File: config.mk
export PLATFORM = sky130hd
export DESIGN_NAME = stack_alu_ext
export DESIGN_NICKNAME = d
export VERILOG_FILES = /design/src/rtl/stack_alu_ext.sv
export SDC_FILE = /design/constraint.sdc
export NUM_CORES = 1
export LEC_CHECK = 0
export ABC_CLOCK_PERIOD_IN_PS = 8250
export BUFFER_PORTS_ARGS = -buffer_cell sky130_fd_sc_hd__buf_4
export CAP_MARGIN = 20
export CELL_PAD_IN_SITES_DETAIL_PLACEMENT = 2
export CELL_PAD_IN_SITES_GLOBAL_PLACEMENT = 2
export CORE_ASPECT_RATIO = 1.1
export CORE_MARGIN = 2
export CORE_UTILIZATION = 40
export CTS_CLUSTER_DIAMETER = 150
export DETAILED_ROUTE_END_ITERATION = 8
export GPL_ROUTABILITY_DRIVEN = 1
export PLACE_DENSITY = 0.82
export SYNTH_ARGS = -nofsm -noshare
export SYNTH_HDL_FRONTEND = slang
export SYNTH_SLANG_ARGS = --single-unit
File: constraint.sdc
create_clock -name clk -period 8.25 [get_ports clk]
set_clock_uncertainty 0.15 [all_clocks]
set_input_delay 0.825 -clock clk [delete_from_list [all_inputs] [get_ports clk]]
set_output_delay 0.825 -clock clk [all_outputs]
set_load 0.01 [all_outputs]
File: src/rtl/stack_alu_ext.sv
// stack_alu_ext: N-bit stack calculator with handshake command interface.
// Optional macro STACK_ALU_MUL_EN enables a shift-add multiplier (MUL_BUSY state);
// without it, opcode MUL is reported as illegal.
module stack_alu_ext #(
  parameter int unsigned N          = 8,
  parameter int unsigned STACK_SIZE = 16
) (
  input  logic                              clk,
  input  logic                              rst,
  input  logic                              in_valid,
  output logic                              in_ready,
  input  logic [3:0]                        opcode,
  input  logic [N-1:0]                      input_data,
  output logic                              out_valid,
  output logic [N-1:0]                      output_data,
  output logic                              overflow,
  output logic                              error,
  output logic                              empty,
  output logic                              full,
  output logic [$clog2(STACK_SIZE+1)-1:0]   level
);

  localparam int unsigned LW = $clog2(STACK_SIZE + 1);
  localparam int unsigned AW = $clog2(STACK_SIZE);

  localparam logic [3:0] OP_NOP  = 4'h0;
  localparam logic [3:0] OP_DUP  = 4'h1;
  localparam logic [3:0] OP_SWAP = 4'h2;
  localparam logic [3:0] OP_CLR  = 4'h3;
  localparam logic [3:0] OP_ADD  = 4'h4;
  localparam logic [3:0] OP_MUL  = 4'h5;
  localparam logic [3:0] OP_PUSH = 4'h6;
  localparam logic [3:0] OP_POP  = 4'h7;
  localparam logic [3:0] OP_SUB  = 4'h8;
  localparam logic [3:0] OP_AND  = 4'h9;
  localparam logic [3:0] OP_OR   = 4'hA;
  localparam logic [3:0] OP_XOR  = 4'hB;

`ifdef STACK_ALU_MUL_EN
  typedef enum logic [1:0] {IDLE = 2'd0, DONE = 2'd1, MUL_BUSY = 2'd2} state_t;
  localparam int unsigned CW = $clog2(N + 1);
  logic [2*N-1:0] mul_a, mul_acc, mul_acc_nxt;
  logic [N-1:0]   mul_b;
  logic [CW-1:0]  mul_cnt;
  logic           mul_last;
`else
  typedef enum logic [1:0] {IDLE = 2'd0, DONE = 2'd1} state_t;
`endif

  state_t         state;
  logic [N-1:0]   mem [STACK_SIZE];

  logic [N-1:0]   top_v, nxt_v, res_c, top_nxt, wa_data, wb_data;
  logic [N:0]     sum_c;
  logic [LW-1:0]  level_nxt;
  logic [AW-1:0]  wa_addr, wb_addr;
  logic           wa_en, wb_en, wa_we, wb_we;
  logic           err_c, ovf_c, mul_start_c, accept, has1, has2, at_full;

  assign accept  = in_valid && in_ready;
  assign top_v   = mem[AW'(level - LW'(1))];
  assign nxt_v   = mem[AW'(level - LW'(2))];
  assign has1    = (level != LW'(0));
  assign has2    = (level >= LW'(2));
  assign at_full = (level == LW'(STACK_SIZE));
  assign sum_c   = {1'b0, nxt_v} + {1'b0, top_v};
  assign wb_addr = AW'(level - LW'(2));

`ifdef STACK_ALU_MUL_EN
  // One shift-add step of the multiplier
  assign mul_acc_nxt = mul_b[0] ? (mul_acc + mul_a) : mul_acc;
  assign mul_last    = (mul_cnt == CW'(N - 1));
`endif

  // Decode the command against the current stack: result, error, stack writes
  always_comb begin
    err_c       = 1'b0;
    ovf_c       = 1'b0;
    mul_start_c = 1'b0;
    res_c       = '0;
    level_nxt   = level;
    top_nxt     = output_data;
    wa_en       = 1'b0;
    wb_en       = 1'b0;
    wa_addr     = AW'(level);
    wa_data     = input_data;
    wb_data     = top_v;
    case (opcode)
      OP_ADD: begin res_c = sum_c[N-1:0]; ovf_c = sum_c[N]; end
      OP_SUB: begin res_c = nxt_v - top_v; ovf_c = (top_v > nxt_v); end
      OP_AND: res_c = nxt_v & top_v;
      OP_OR:  res_c = nxt_v | top_v;
      OP_XOR: res_c = nxt_v ^ top_v;
      default: res_c = '0;
    endcase
    case (opcode)
      OP_NOP: ;
      OP_DUP: begin
        if (!has1 || at_full) err_c = 1'b1;
        else begin
          wa_en     = 1'b1;
          wa_data   = top_v;
          level_nxt = level + LW'(1);
          top_nxt   = top_v;
        end
      end
      OP_SWAP: begin
        if (!has2) err_c = 1'b1;
        else begin
          wa_en   = 1'b1;
          wa_addr = AW'(level - LW'(1));
          wa_data = nxt_v;
          wb_en   = 1'b1;
          wb_data = top_v;
          top_nxt = nxt_v;
        end
      end
      OP_CLR: begin
        level_nxt = '0;
        top_nxt   = '0;
      end
      OP_ADD, OP_SUB, OP_AND, OP_OR, OP_XOR: begin
        if (!has2) begin
          err_c = 1'b1;
          ovf_c = 1'b0;
        end else begin
          wb_en     = 1'b1;
          wb_data   = res_c;
          level_nxt = level - LW'(1);
          top_nxt   = res_c;
        end
      end
`ifdef STACK_ALU_MUL_EN
      OP_MUL: begin
        if (!has2) err_c = 1'b1;
        else mul_start_c = 1'b1;
      end
`endif
      OP_PUSH: begin
        if (at_full) err_c = 1'b1;
        else begin
          wa_en     = 1'b1;
          level_nxt = level + LW'(1);
          top_nxt   = input_data;
        end
      end
      OP_POP: begin
        if (!has1) err_c = 1'b1;
        else begin
          level_nxt = level - LW'(1);
          top_nxt   = has2 ? nxt_v : '0;
        end
      end
      default: err_c = 1'b1;
    endcase
    wa_we = wa_en && accept && rst;
    wb_we = wb_en && accept && rst;
`ifdef STACK_ALU_MUL_EN
    if (state == MUL_BUSY && mul_last) begin
      wb_we   = rst;
      wb_data = mul_acc_nxt[N-1:0];
    end
`endif
  end

  // Stack storage; contents are not reset, only level qualifies them
  always_ff @(posedge clk) begin
    if (wa_we) mem[wa_addr] <= wa_data;
    if (wb_we) mem[wb_addr] <= wb_data;
  end

  // Control FSM with registered status outputs
  always_ff @(posedge clk) begin
    if (!rst) begin
      state       <= IDLE;
      in_ready    <= 1'b1;
      out_valid   <= 1'b0;
      error       <= 1'b0;
      overflow    <= 1'b0;
      output_data <= '0;
      level       <= '0;
      empty       <= 1'b1;
      full        <= 1'b0;
`ifdef STACK_ALU_MUL_EN
      mul_a       <= '0;
      mul_b       <= '0;
      mul_acc     <= '0;
      mul_cnt     <= '0;
`endif
    end else begin
      case (state)
        IDLE: begin
          out_valid <= 1'b0;
          error     <= 1'b0;
          overflow  <= 1'b0;
          if (accept) begin
            in_ready <= 1'b0;
            if (mul_start_c) begin
`ifdef STACK_ALU_MUL_EN
              state   <= MUL_BUSY;
              mul_a   <= {{N{1'b0}}, top_v};
              mul_b   <= nxt_v;
              mul_acc <= '0;
              mul_cnt <= '0;
`endif
            end else begin
              state       <= DONE;
              out_valid   <= 1'b1;
              error       <= err_c;
              overflow    <= ovf_c;
              level       <= level_nxt;
              output_data <= top_nxt;
              empty       <= (level_nxt == LW'(0));
              full        <= (level_nxt == LW'(STACK_SIZE));
            end
          end
        end
`ifdef STACK_ALU_MUL_EN
        MUL_BUSY: begin
          mul_acc <= mul_acc_nxt;
          mul_a   <= mul_a << 1;
          mul_b   <= mul_b >> 1;
          mul_cnt <= mul_cnt + CW'(1);
          if (mul_last) begin
            state       <= DONE;
            out_valid   <= 1'b1;
            error       <= 1'b0;
            overflow    <= |mul_acc_nxt[2*N-1:N];
            output_data <= mul_acc_nxt[N-1:0];
            level       <= level - LW'(1);
            empty       <= 1'b0;
            full        <= 1'b0;
          end
        end
`endif
        DONE: begin
          state     <= IDLE;
          in_ready  <= 1'b1;
          out_valid <= 1'b0;
          error     <= 1'b0;
          overflow  <= 1'b0;
        end
        default: begin
          state    <= IDLE;
          in_ready <= 1'b1;
        end
      endcase
    end
  end

endmodule
# Word level (Yosys, flattened, before mapping)
# Memory sizes are Yosys's and may differ from the RTL's.
# Index checks and enable logic that the tools add are counted.
dict set report totals {
  wordCells 99
  ff_bits 20
  output_inout_bits 19
  in_bits 15
  mem_bits_rw 128
  memories 1
}
# memory words width read_ports rd_clocked_by_memory_dff wr line_no
set mem_list {}
lappend mem_list {mem 16 8 2 0 2 51} ;# logic [N-1:0] mem [STACK_SIZE];
dict set report op_classes {
  n_lt_le_gt_ge 2
  reduce_logical 19
  muxes 43
  bitwise_logic 3
  n_eq_ne 17
  n_addsub 5
}
# cell n
set ops {}
lappend ops {{8-bit 2-to-1 mux} 10}
lappend ops {{8-bit one-hot mux with 6 select lines} 1}
lappend ops {{8-bit one-hot mux with 5 select lines} 1}
lappend ops {{5-bit one-hot mux with 5 select lines} 1}
lappend ops {{5-bit 2-to-1 mux} 4}
lappend ops {{1-bit 2-to-1 mux} 17}
lappend ops {{4-bit == test, second input constant} 4}
lappend ops {{8-bit one-hot mux with 2 select lines} 1}
lappend ops {{4-bit by 3-bit == test with 1-bit output, second input constant} 3}
lappend ops {{5-bit == test, second input constant} 2}
lappend ops {{2-bit != test, second input constant} 5}
lappend ops {{8-bit by 8-bit adder with 9-bit output} 1}
lappend ops {{8-bit AND} 1}
lappend ops {{4-bit by 2-bit == test with 1-bit output, second input constant} 2}
lappend ops {{8-bit greater-than comparator} 1}
lappend ops {{4-bit 2-to-1 mux} 2}
lappend ops {{8-bit OR} 1}
lappend ops {{1-bit one-hot mux with 2 select lines} 4}
lappend ops {{8-bit AND reduction} 1}
lappend ops {{8-bit subtractor} 1}
lappend ops {{8-bit XOR} 1}
lappend ops {{6-bit nonzero test} 1}
lappend ops {{6-bit OR reduction} 1}
lappend ops {{5-bit by 1-bit adder with 5-bit output, second input constant} 1}
lappend ops {{17 further kinds} 22}

# Depth between registers and ports, before layout
# Gate-level depths: netlist of run 1.
dict set report depth {
  word_depth 9
  mapped_depth 22
  depth_no_buf 16
}

# Least setup slack after synthesis of run 1
# OpenSTA, ideal clock, no wires.
dict set report synth_path {
  path_type {reg-to-reg}
  startpoint {reg level[0]}
  endpoint {mem mem[10][6] (data pin)}
  n_path_buf 7
  stages_incl_launch_ff 22
  required_time_ns 7.829
  setup_slack_ns 2.185
  arrival_time_ns 5.643
  cell_sequence {dfxtp_1 buf_6 buf_12 buf_6 buf_1 clkinv_1 ha_1 buf_2 buf_2 mux4_2 mux4_2 ha_1 fa_1 a21o_1 a21oi_1 o21bai_1 a21oi_1 xnor2_1 o22ai_1 o31ai_4 buf_2 a21oi_1}
}
# item line_no
set synth_lines {}
lappend synth_lines {{start, declared} 20} ;# output logic [$clog2(STACK_SIZE+1)-1:0] level
lappend synth_lines {{start signal, assigned} 211} ;# level <= level_nxt;
lappend synth_lines {{end, declared} 51}

==> results of run 1 <==
==> cells in the mapped netlist (3+ instances only) <==
cell      number
o211ai_1       4
mux2_2         4
nor3_1         6
xnor2_1        6
buf_6          8
nand3_1       23
a22oi_1        8
a21o_1         3
o21ai_0       35
nand2b_1       8
a22o_1         5
buf_2         12
nor4_1         3
ha_1          32
a221o_1        3
a222oi_1       5
a31oi_1        6
mux4_2        65
buf_4          8
inv_2          4
o22ai_1       11
clkbuf_1      29
inv_1         27
and3_1         4
nor2b_1        9
xor2_1         5
nand2_1       55
a221oi_1       8
nor2_1        95
edfxtp_1     128
a21oi_1       71
dfxtp_1       20
a21boi_0       6
mux2i_1       91
a211oi_1       5
buf_1          3
nand3b_1       3
o21a_1         3
mux4_1        12
==> layout make-up <==
type                            instances  share of cell area, %
Clock inverter                         15                  1.459
Sequential cell                       148                  36.43
Inverter                               32                  1.030
Timing Repair Buffer                   72                  4.698
Multi-Input combinational cell        649                  48.97
Tap cell                              352                  3.776
Clock buffer                           17                  3.647
==> worst min-delay path by stage <==
stage	startpoint	to	slack [ps]	depth (start not counted)
floorplan	state[0]$_SDFFE_PN0P_	state[0]$_SDFFE_PN0P_	290	1
global placement	full$_SDFFE_PN0P_	full$_SDFFE_PN0P_	290	2
detailed placement	full$_SDFFE_PN0P_	full$_SDFFE_PN0P_	300	2
CTS	full$_SDFFE_PN0P_	full$_SDFFE_PN0P_	310	2
global route	full$_SDFFE_PN0P_	full$_SDFFE_PN0P_	330	2
finish	full$_SDFFE_PN0P_	full$_SDFFE_PN0P_	310	2
==> sequential cells by signal, indices dropped and copies added, names as in the netlist <==
name,flops
mem,128
output_data,8
level,5
empty,1
error,1
full,1
in_ready,1
out_valid,1
overflow,1
state,1
==> per-stage QoR <==
step / utilization [%] / cells / instance area (um^2) / hold WS (ps) / setup slack [ps]
floorplan: - / 893 / 10460 / 285.9 / 2185
global placement: 42.40 / 1243 / 10990 / 292.4 / 1600
detailed placement: 42.58 / 1248 / 11030 / 302.2 / 1379
CTS: 44.88 / 1280 / 11630 / 312.6 / 1226
global route: 45.02 / 1285 / 11660 / 333.3 / 764.6
finish: 45.02 / 1285 / 11660 / 306.9 / 1143
==> power by group <==
part | switching [W] | internal [W] | total (W) | leakage, nW
registers | 0.0000152 | 0.000831 | 0.000846 | 1.32
clock network | 0.000397 | 0.000406 | 0.000803 | 0.284
logic | 0.000648 | 0.000351 | 0.000998 | 2.54
==> worst max-delay path, cell delays in order, from the launching register on <==
cell      delay (ps)
dfxtp_4          710
clkinv_1         470
ha_2            1090
buf_4            390
mux4_2           540
mux4_2           600
xor2_1           320
inv_1             90
ha_1             190
nor2_1           230
o21bai_1         100
a21oi_1          290
o21ai_0          220
xnor2_1          200
o22ai_1          130
o31ai_4          770
a21oi_1          230
==> metal layers <==
| layer | global-route usage (%) | share of wire (%) | up-vias |
|---|---|---|---|
| met5 | 0 | 0 | - |
| met4 | 12.69 | 4.4 | 0 |
| li1 | - | - | 3543 |
| met3 | 4.425 | 5.1 | 93 |
| met1 | 36.96 | 39 | 4439 |
| met2 | 50.33 | 51 | 356 |
==> logic make-up (layout without fill, tap and decap cells) <==
logic type	Yosys count	in the layout
and+or+nand+nor	224	224
AOI/OAI and AO/OA	206	206
muxes	173	173
DFF	148	148
buffers and inverters	96	136
adders and majority gates	33	33
xor gates and xnor gates	13	13
==> out/qor.yml, run 1 <==
regArea_um2: 4249
routed_wl_mm: 39.46
cts_root_buf: "clkbuf_16"
yosys.area.top_type: "edfxtp_1"
htree_levels: 4
io_buffers: 33
r2r-end: "mem[3][6]$_DFFE_PP_"
tightest_slew_ps: 1099
max_freq_mhz: 140.7
synth-simple-area-share_pct: 9.916
ys_seq_area_share_pct: 40.57
drc: 0
tritoncts.num_buffers: 17
p_leak_nw: 4.136
rr_worst_depth: 16
syn_nets: 941
status: "complete, no violations"
n_fill_cell: 2640
io_pins: 34
die_x_um: 158.2
clk_pin_slew_ps: 70
grt_max_degree: 40
ys_ff_latch: 148
final_common_cell: "edfxtp_1"
hold_violations: 0
gp_congestion: 0.8752
yosysUniqueCellTypes: 84
dieArea_um2: 27460
slew_violations: 0
nNetsFinal: 968
drive_gt1_share_pct: 21.11
synth_area_um2: 10460
setup_violations: 0
antennaDiodeCount: 0
grt_remaining_overflow: 0
hpwl_mm: 27.18
synth_mux_area_share_pct: 26.39
drtAntennaViolNets: 0
post_synth_xor_area_fraction_pct: 1.340
clk_latency_ps: 460
cp-start-kind: "flip-flop"
placement_rows: 62
min-delay-path-class: "reg -> reg"
syn_avg_cell_area_um2: 11.71
synth_top_family_by_area: "multiplexers"
arrival_ps: 7100
synth_area_leaders: "edfxtp_1 (37%), mux4_2 (14%), mux2i_1 (8.7%), dfxtp_1 (3.8%), ha_1 (3.8%)"
drtIter0Drc: 870
yosysWarnings: 0
synthAdderAreaFrac_pct: 4.019
post_cts_buffers: 0
async_flop_share_pct: 0
multi_input_area_um2: 5712
yosys.area.top_type_share_pct: 36.75
slew_headroom_pct: 26.72
first_global_vias: 8878
areaGrowthSynthToFinish_pct: 11.52
peakVddDrop_mv: 0.1419
required_ps: 8250
firstDrtPassIters: 7
cts.path.max_buffers: 2
grt_pass1_wl_mm: 58.92
cts_tree: "done"
die_height_um: 173.6
r2r_setup_slack_ps: 1140
ctsHoldBuffers: 0
initial_core_util_pct: 40.37
synth_ff_type: "edfxtp_1"
fin_crit_ps: 7107
cts_sinks: 148
viasPerCell: 6.561
endpoint: "mem[3][6]$_DFFE_PP_"
grt_usage_pct: 29.46
core_area_um2: 25910
cts_resized: 0
worstPathMaxFanout: 37
syn_inst: 893
final_cell_mix: "edfxtp_1 (128), nor2_1 (95), mux2i_1 (91), a21oi_1 (71), buf_4 (70)"
antenna_found_initial: 0
synth_compound_area_share_pct: 12.92
startpoint: "level[0]$_SDFFE_PN0P_"
via_count: 8431
worstSetupPathType: "reg -> reg"
synth_edf_count: 128
powerDensity_nw_per_um2: 227.0
grt_setup_unrepaired: "false"
cp-end-kind: "flip-flop"
r2r-start: "level[0]$_SDFFE_PN0P_"
period_share_pct: 86.15
avgRoutedWirePerCell_um: 30.71
power_w: 0.002648
tns_ps: 0
drv_cap: 0
No activity file was read; power rests on OpenSTA's default activity.
==> run 2: changes to the inputs <==
--- a/config.mk
+++ b/config.mk
@@ -5,7 +5,7 @@
 export SDC_FILE = /design/constraint.sdc
 export NUM_CORES = 1
 export LEC_CHECK = 0
-export ABC_CLOCK_PERIOD_IN_PS = 8250
+export ABC_CLOCK_PERIOD_IN_PS = 9000
 export BUFFER_PORTS_ARGS = -buffer_cell sky130_fd_sc_hd__buf_4
 export CAP_MARGIN = 20
 export CELL_PAD_IN_SITES_DETAIL_PLACEMENT = 2
==> constraint.sdc (replaced) <==
create_clock -name clk -period 9 [get_ports clk]
set_clock_uncertainty 0.15 [all_clocks]
set_input_delay 0.9 -clock clk [delete_from_list [all_inputs] [get_ports clk]]
set_output_delay 0.9 -clock clk [all_outputs]
set_load 0.01 [all_outputs]
==> out/qor.yml, run 2 (synthesis gave the netlist of run 1 again) <==
status: "complete, no violations"
tritoncts.num_buffers: 17  # unchanged
antenna_found_initial: 0  # unchanged
drive_gt1_share_pct: 20.69  # -0.43 points
die_x_um: 158.2  # unchanged
initial_core_util_pct: 40.37  # unchanged
place_inst: 1237  # -0.88%
min-delay-path-class: "reg -> reg"
core_area_um2: 25910  # unchanged
clk_latency_ps: 450  # about the same
drc: 0  # unchanged
hpwl_mm: 26.99  # -0.71%
max_freq_mhz: 153.9  # +9.4%
ctsHoldBuffers: 0  # unchanged
avgRoutedWirePerCell_um: 30.98  # +0.86%
setup_violations: 0  # unchanged
worstSetupPathType: "reg -> reg"
period_share_pct: 72.21  # -14 points
viasPerCell: 6.558  # about the same
nNetsFinal: 963  # -0.52%
post_cts_buffers: 0  # unchanged
final_cell_mix: "edfxtp_1 (128), nor2_1 (95), mux2i_1 (91), a21oi_1 (71), mux4_2 (65)"
required_ps: 9000  # +750 ps
htree_levels: 4  # unchanged
fin_crit_ps: 6499  # -608.6 ps
instances_no_fill: 1280  # -0.39%
tns_ps: 0  # unchanged
arrival_ps: 6500  # -600 ps
drtAntennaViolNets: 0  # unchanged
io_pins: 34  # unchanged
drtIter0Drc: 841  # -3.3%
cts_root_buf: "clkbuf_16"
antennaDiodeCount: 0  # unchanged
grt_setup_unrepaired: "false"
slew_headroom_pct: 23.31  # -3.4 points
largest_reg_flops: 128  # unchanged
final_common_cell: "edfxtp_1"
cp-start-kind: "flip-flop"
gp_congestion: 0.9153  # +4.6%
cts_sinks: 148  # unchanged
tightest_slew_ps: 1146  # +46.86 ps
cts.path.max_buffers: 2  # unchanged
peakVddDrop_mv: 0.1201  # -15%
dieArea_um2: 27460  # unchanged
powerDensity_nw_per_um2: 211.4  # -6.9%
io_buffers: 33  # unchanged
firstDrtPassIters: 6  # -1
placement_rows: 62  # unchanged
areaGrowthSynthToFinish_pct: 11.48  # about the same
grt_max_degree: 68  # +70%
cp-end-kind: "flip-flop"
p_leak_nw: 4.127  # -0.23%
via_count: 8394  # -0.44%
power_w: 0.002465  # -6.9%
die_height_um: 173.6  # unchanged
cts_resized: 0  # unchanged
drv_cap: 0  # unchanged
grt_remaining_overflow: 0  # unchanged
cts_tree: "done"
routed_wl_mm: 39.65  # +0.47%
top_regs: "mem (128), output_data (8), level (5)"
worstPathMaxFanout: 19  # -49%
hold_violations: 0  # unchanged
grt_usage_pct: 29.52  # +0.060 points
clk_pin_slew_ps: 80  # about the same
slew_violations: 0  # unchanged
top_register: "mem"
first_global_vias: 8953  # +0.84%
grt_pass1_wl_mm: 59.54  # +1.1%
==> run 2: cell count changes in the layout (fill, tap and decap cells not counted), sizes merged <==
cell      delta
buf          -5
clkinv       -3
bufinv       +2
inv          +2
clkinvlp     -1
==> run 2: final timing paths <==
check | end | start | slack (ps) | depth (start not counted)
setup / recovery | mem[4][6]$_DFFE_PP_ | level[0]$_SDFFE_PN0P_ | 2500 | 15
hold reg to reg | full$_SDFFE_PN0P_ | full$_SDFFE_PN0P_ | 310 | 2
setup reg to reg | mem[4][6]$_DFFE_PP_ | level[0]$_SDFFE_PN0P_ | 2500 | 15
hold / removal | full$_SDFFE_PN0P_ | full$_SDFFE_PN0P_ | 310 | 2
==> run 2: critical path, stage by stage, from the launching register on <==
cell,delay (ps)
dfxtp_4,410
clkinv_1,260
ha_2,810
buf_4,470
mux4_2,570
mux4_2,580
ha_1,290
fa_1,460
a21o_1,190
a21oi_1,240
o21bai_1,100
a21oi_1,260
xnor2_1,170
o22ai_1,170
o31ai_4,780
a21oi_1,220
==> run 2: metal layers <==
| metal | wire (um) | up-vias | GRT usage (%) |
|---|---|---|---|
| met3 | 2265 | 108 | 4.675 |
| li1 | - | 3530 | - |
| met4 | 1527 | 0 | 12.09 |
| met1 | 15640 | 4398 | 37.21 |
| met5 | 0 | - | 0 |
| met2 | 20210 | 358 | 50.34 |
==> run 2: metrics by stage <==
step / setup slack (ps) / area, um^2 / hold WS, ps / util [%]
6_report: 2501 / 11660 / 312.6 / 45.01
5_1_grt: 2147 / 11660 / 344.8 / 45.01
3_5_place_dp: 2633 / 10950 / 304.7 / 42.24
3_3_place_gp: 2853 / 10930 / 291.6 / 42.17
4_1_cts: 2584 / 11550 / 313.2 / 44.60
2_1_floorplan: 2935 / 10460 / 285.9 / -
==> run 2: cell type report <==
type / instances / area (um^2)
clock buffer: 17 / 425.4
clock inverter: 15 / 183.9
fill: 2621 / 14250
inverter: 32 / 120.1
multi-input combinational: 649 / 5712
sequential: 148 / 4249
tap: 352 / 440.4
timing repair buffer: 67 / 530.5
==> run 2: power by group <==
| part | leakage [nW] | total, W | switching [W] | internal [W] |
|---|---|---|---|---|
| Sequential | 1.32 | 0.000772 | 0.00000988 | 0.000762 |
| Clock | 0.298 | 0.000776 | 0.000354 | 0.000422 |
| Combinational | 2.51 | 0.000918 | 0.000596 | 0.000322 |
| Total | 4.13 | 0.00246 | 0.000960 | 0.00151 |
==> run 3: changes to the inputs <==
--- a/config.mk
+++ b/config.mk
@@ -5,7 +5,7 @@
 export SDC_FILE = /design/constraint.sdc
 export NUM_CORES = 1
 export LEC_CHECK = 0
-export ABC_CLOCK_PERIOD_IN_PS = 9000
+export ABC_CLOCK_PERIOD_IN_PS = 5530
 export BUFFER_PORTS_ARGS = -buffer_cell sky130_fd_sc_hd__buf_4
 export CAP_MARGIN = 20
 export CELL_PAD_IN_SITES_DETAIL_PLACEMENT = 2
@@ -16,7 +16,7 @@
 export CTS_CLUSTER_DIAMETER = 150
 export DETAILED_ROUTE_END_ITERATION = 8
 export GPL_ROUTABILITY_DRIVEN = 1
-export PLACE_DENSITY = 0.82
+export PLACE_DENSITY = 0.85
 export SYNTH_ARGS = -nofsm -noshare
 export SYNTH_HDL_FRONTEND = slang
 export SYNTH_SLANG_ARGS = --single-unit
==> constraint.sdc (replaced) <==
create_clock -name clk -period 5.53 [get_ports clk]
set_clock_uncertainty 0.15 [all_clocks]
set_input_delay 0.553 -clock clk [delete_from_list [all_inputs] [get_ports clk]]
set_output_delay 0.553 -clock clk [all_outputs]
set_load 0.01 [all_outputs]
==> out/qor.yml, run 3 (synthesis gave the netlist of run 1 again) <==
cts_sinks: 148  # unchanged
power_w: 0.003946  # +60%
comb_power_share_pct: 39.7  # +2.5 points
initial_core_util_pct: 40.37  # unchanged
first_global_vias: 9011  # +0.65%
crit_chain: "clkinv_2 -> ha_4 -> buf_4 -> mux4_2 -> mux4_2 -> xor2_2 -> inv_1 -> ha_1 -> nor2_1 -> o21bai_1 -> a21oi_1 -> o21ai_0 -> xnor2_1 -> o22ai_1 -> o31ai_4 -> buf_12 -> a21oi_1"
required_ps: 5540  # -3460 ps
power.switching_w: 0.001517  # +58%
placement_rows: 62  # unchanged
swShare_pct: 38.43  # -0.49 points
drive_gt1_share_pct: 21.37  # +0.68 points
slowest_delay_ps: 640  # -170 ps
firstDrtPassIters: 5  # -1
cts_tree: "done"
arrival_ps: 5210  # -1290 ps
cp-end-kind: "flip-flop"
final_cell_mix: "edfxtp_1 (128), nor2_1 (95), mux2i_1 (91), buf_4 (72), a21oi_1 (71)"
tightest_slew_ps: 1207  # +61.34 ps
status: "complete, no violations"
gp_congestion: 0.8761  # -4.3%
period_share_pct: 94.04  # +22 points
via_count: 8438  # +0.52%
regArea_um2: 4249  # unchanged
worstSetupPathType: "reg -> reg"
hold_violations: 0  # unchanged
setup_violations: 0  # unchanged
cts_root_buf: "clkbuf_16"
pwr-share-seq_pct: 31.7  # +0.4 points
drtIter0Drc: 866  # +3.0%
rr_worst_depth: 17  # +2
clockPowerShare_pct: 28.6  # -2.9 points
areaGrowthSynthToFinish_pct: 12.01
antenna_found_initial: 0  # unchanged
die_x_um: 158.2  # unchanged
routed_wl_mm: 38.57  # -2.7%
slew_violations: 0  # unchanged
nNetsFinal: 972  # +0.93%
grt_pass1_wl_mm: 58.64  # -1.5%
slew_headroom_pct: 19.51  # -3.8 points
cp-start-kind: "flip-flop"
drc: 0  # unchanged
htree_levels: 4  # unchanged
drv_cap: 0  # unchanged
die_height_um: 173.6  # unchanged
p_leak_nw: 4.154  # +0.66%
top_regs: "mem (128), output_data (8), level (5)"
grt_usage_pct: 29.04  # -0.48 points
worstPathMaxFanout: 16  # -3
antennaDiodeCount: 0  # unchanged
io_buffers: 33  # unchanged
clk_latency_ps: 450  # about the same
grt_setup_unrepaired: "false"
top_register: "mem"
final_common_cell: "edfxtp_1"
intPower_w: 0.002430  # +61%
worst_path_max_delay_cell: "mux4_2"
avgRoutedWirePerCell_um: 29.94  # -3.3%
core_area_um2: 25910  # unchanged
drtAntennaViolNets: 0  # unchanged
largest_reg_flops: 128  # unchanged
min-delay-path-class: "in -> reg"
grt_remaining_overflow: 0  # unchanged
cts.path.max_buffers: 2  # unchanged
tritoncts.num_buffers: 17  # unchanged
peakVddDrop_mv: 0.1730  # +44%
clk_pin_slew_ps: 70  # about the same
hpwl_mm: 27.85  # +3.2%
io_pins: 34  # unchanged
whs_path_depth: 3  # +1
dieArea_um2: 27460  # unchanged
fin_area_um2: 11720  # +0.47%
powerDensity_nw_per_um2: 336.8  # +59%
n_fill_cell: 2654  # +1.3%
multi_input_area_um2: 5752  # +0.70%
fin_crit_ps: 5201  # -1298 ps
viasPerCell: 6.551  # -0.10%
place_inst: 1248  # +0.89%
grt_max_degree: 74  # +8.8%
instances_no_fill: 1288  # +0.63%
max_freq_mhz: 192.3  # +25%
placed_cell_area_um2: 11040  # +0.85%
## run 3: changes by cell type in the layout (fill, tap and decap cells not counted), moves of 2 or more
| cell | change |
|---|---|
| buf_4 | +8 |
| o21ai_0 | +6 |
| o21ai_1 | -6 |
| clkinv_2 | +4 |
| inv_6 | -4 |
| buf_12 | +3 |
| inv_8 | -3 |
| clkinv_4 | +2 |
## run 3: what timing repair did
action                                  CTS  global route
endpoints found under the setup margin   17            49
resized for setup                         1             4
hold buffers                              0             0
pin swaps                                 1             1
setup buffers                             1             1
## run 3: metal layers
metal,part of all wire [%],GRT usage [%],vias up
li1,-,-,3548
met1,40,36.63,4421
met2,50,48.50,372
met3,5.7,4.775,97
met4,4.1,13.74,0
met5,0,0,-
## run 3: worst max-delay path, delay by kind of cell, from the launching register on
family / cells / cell delay [ps]
fa+ha+maj: 2 / 600
compound gates: 6 / 1230
xor+xnor: 2 / 480
flops: 1 / 370
mux: 2 / 1180
buf+inv: 4 / 690
simple gates: 1 / 180
## run 3: final cells by class
type / instances / share of cell area [%]
timing repair buffer: 76 / 5.222
inverter: 32 / 1.036
clock inverter: 13 / 0.9611
sequential: 148 / 36.27
multi-input combinational: 649 / 49.09
clock buffer: 18 / 3.663
tap: 352 / 3.759
## run 3: worst paths after layout
path / start / to / slack (ps)
setup reg to reg: level[0]$_SDFFE_PN0P_ / mem[5][6]$_DFFE_PP_ / 330
hold / removal: input_data[1] / output_data[1]$_SDFFE_PN0P_ / 260
setup / recovery: level[0]$_SDFFE_PN0P_ / mem[5][6]$_DFFE_PP_ / 330
hold reg to reg: full$_SDFFE_PN0P_ / full$_SDFFE_PN0P_ / 310
## run 3: metrics by stage
| stage | setup slack (ps) | hold WS (ps) | util (%) | setup TNS [ps] |
|---|---|---|---|---|
| finish | 329.5 | 262.3 | 45.22 | 0 |
| detailed placement | -147.3 | 306.8 | 42.60 | -1126 |
| CTS | 129.5 | 250.1 | 44.80 | 0 |
| global placement | 218.8 | 289.1 | 42.60 | 0 |
| floorplan | 35.37 | 285.9 | - | 0 |
| global route | 61.96 | 273.8 | 45.22 | 0 |
## run 3: power groups by stage
| stage | Combinational (W) | Sequential, W | Clock (W) |
|---|---|---|---|
| 6_report | 0.00157 | 0.00125 | 0.00113 |
| 5_1_grt | 0.00169 | 0.00125 | 0.00118 |
| 4_1_cts | 0.00151 | 0.00125 | 0.00113 |
| 3_5_place_dp | 0.00147 | 0.00128 | 0 |
| 3_3_place_gp | 0.00138 | 0.00127 | 0 |
| 2_1_floorplan | 0.00103 | 0.00128 | 0 |
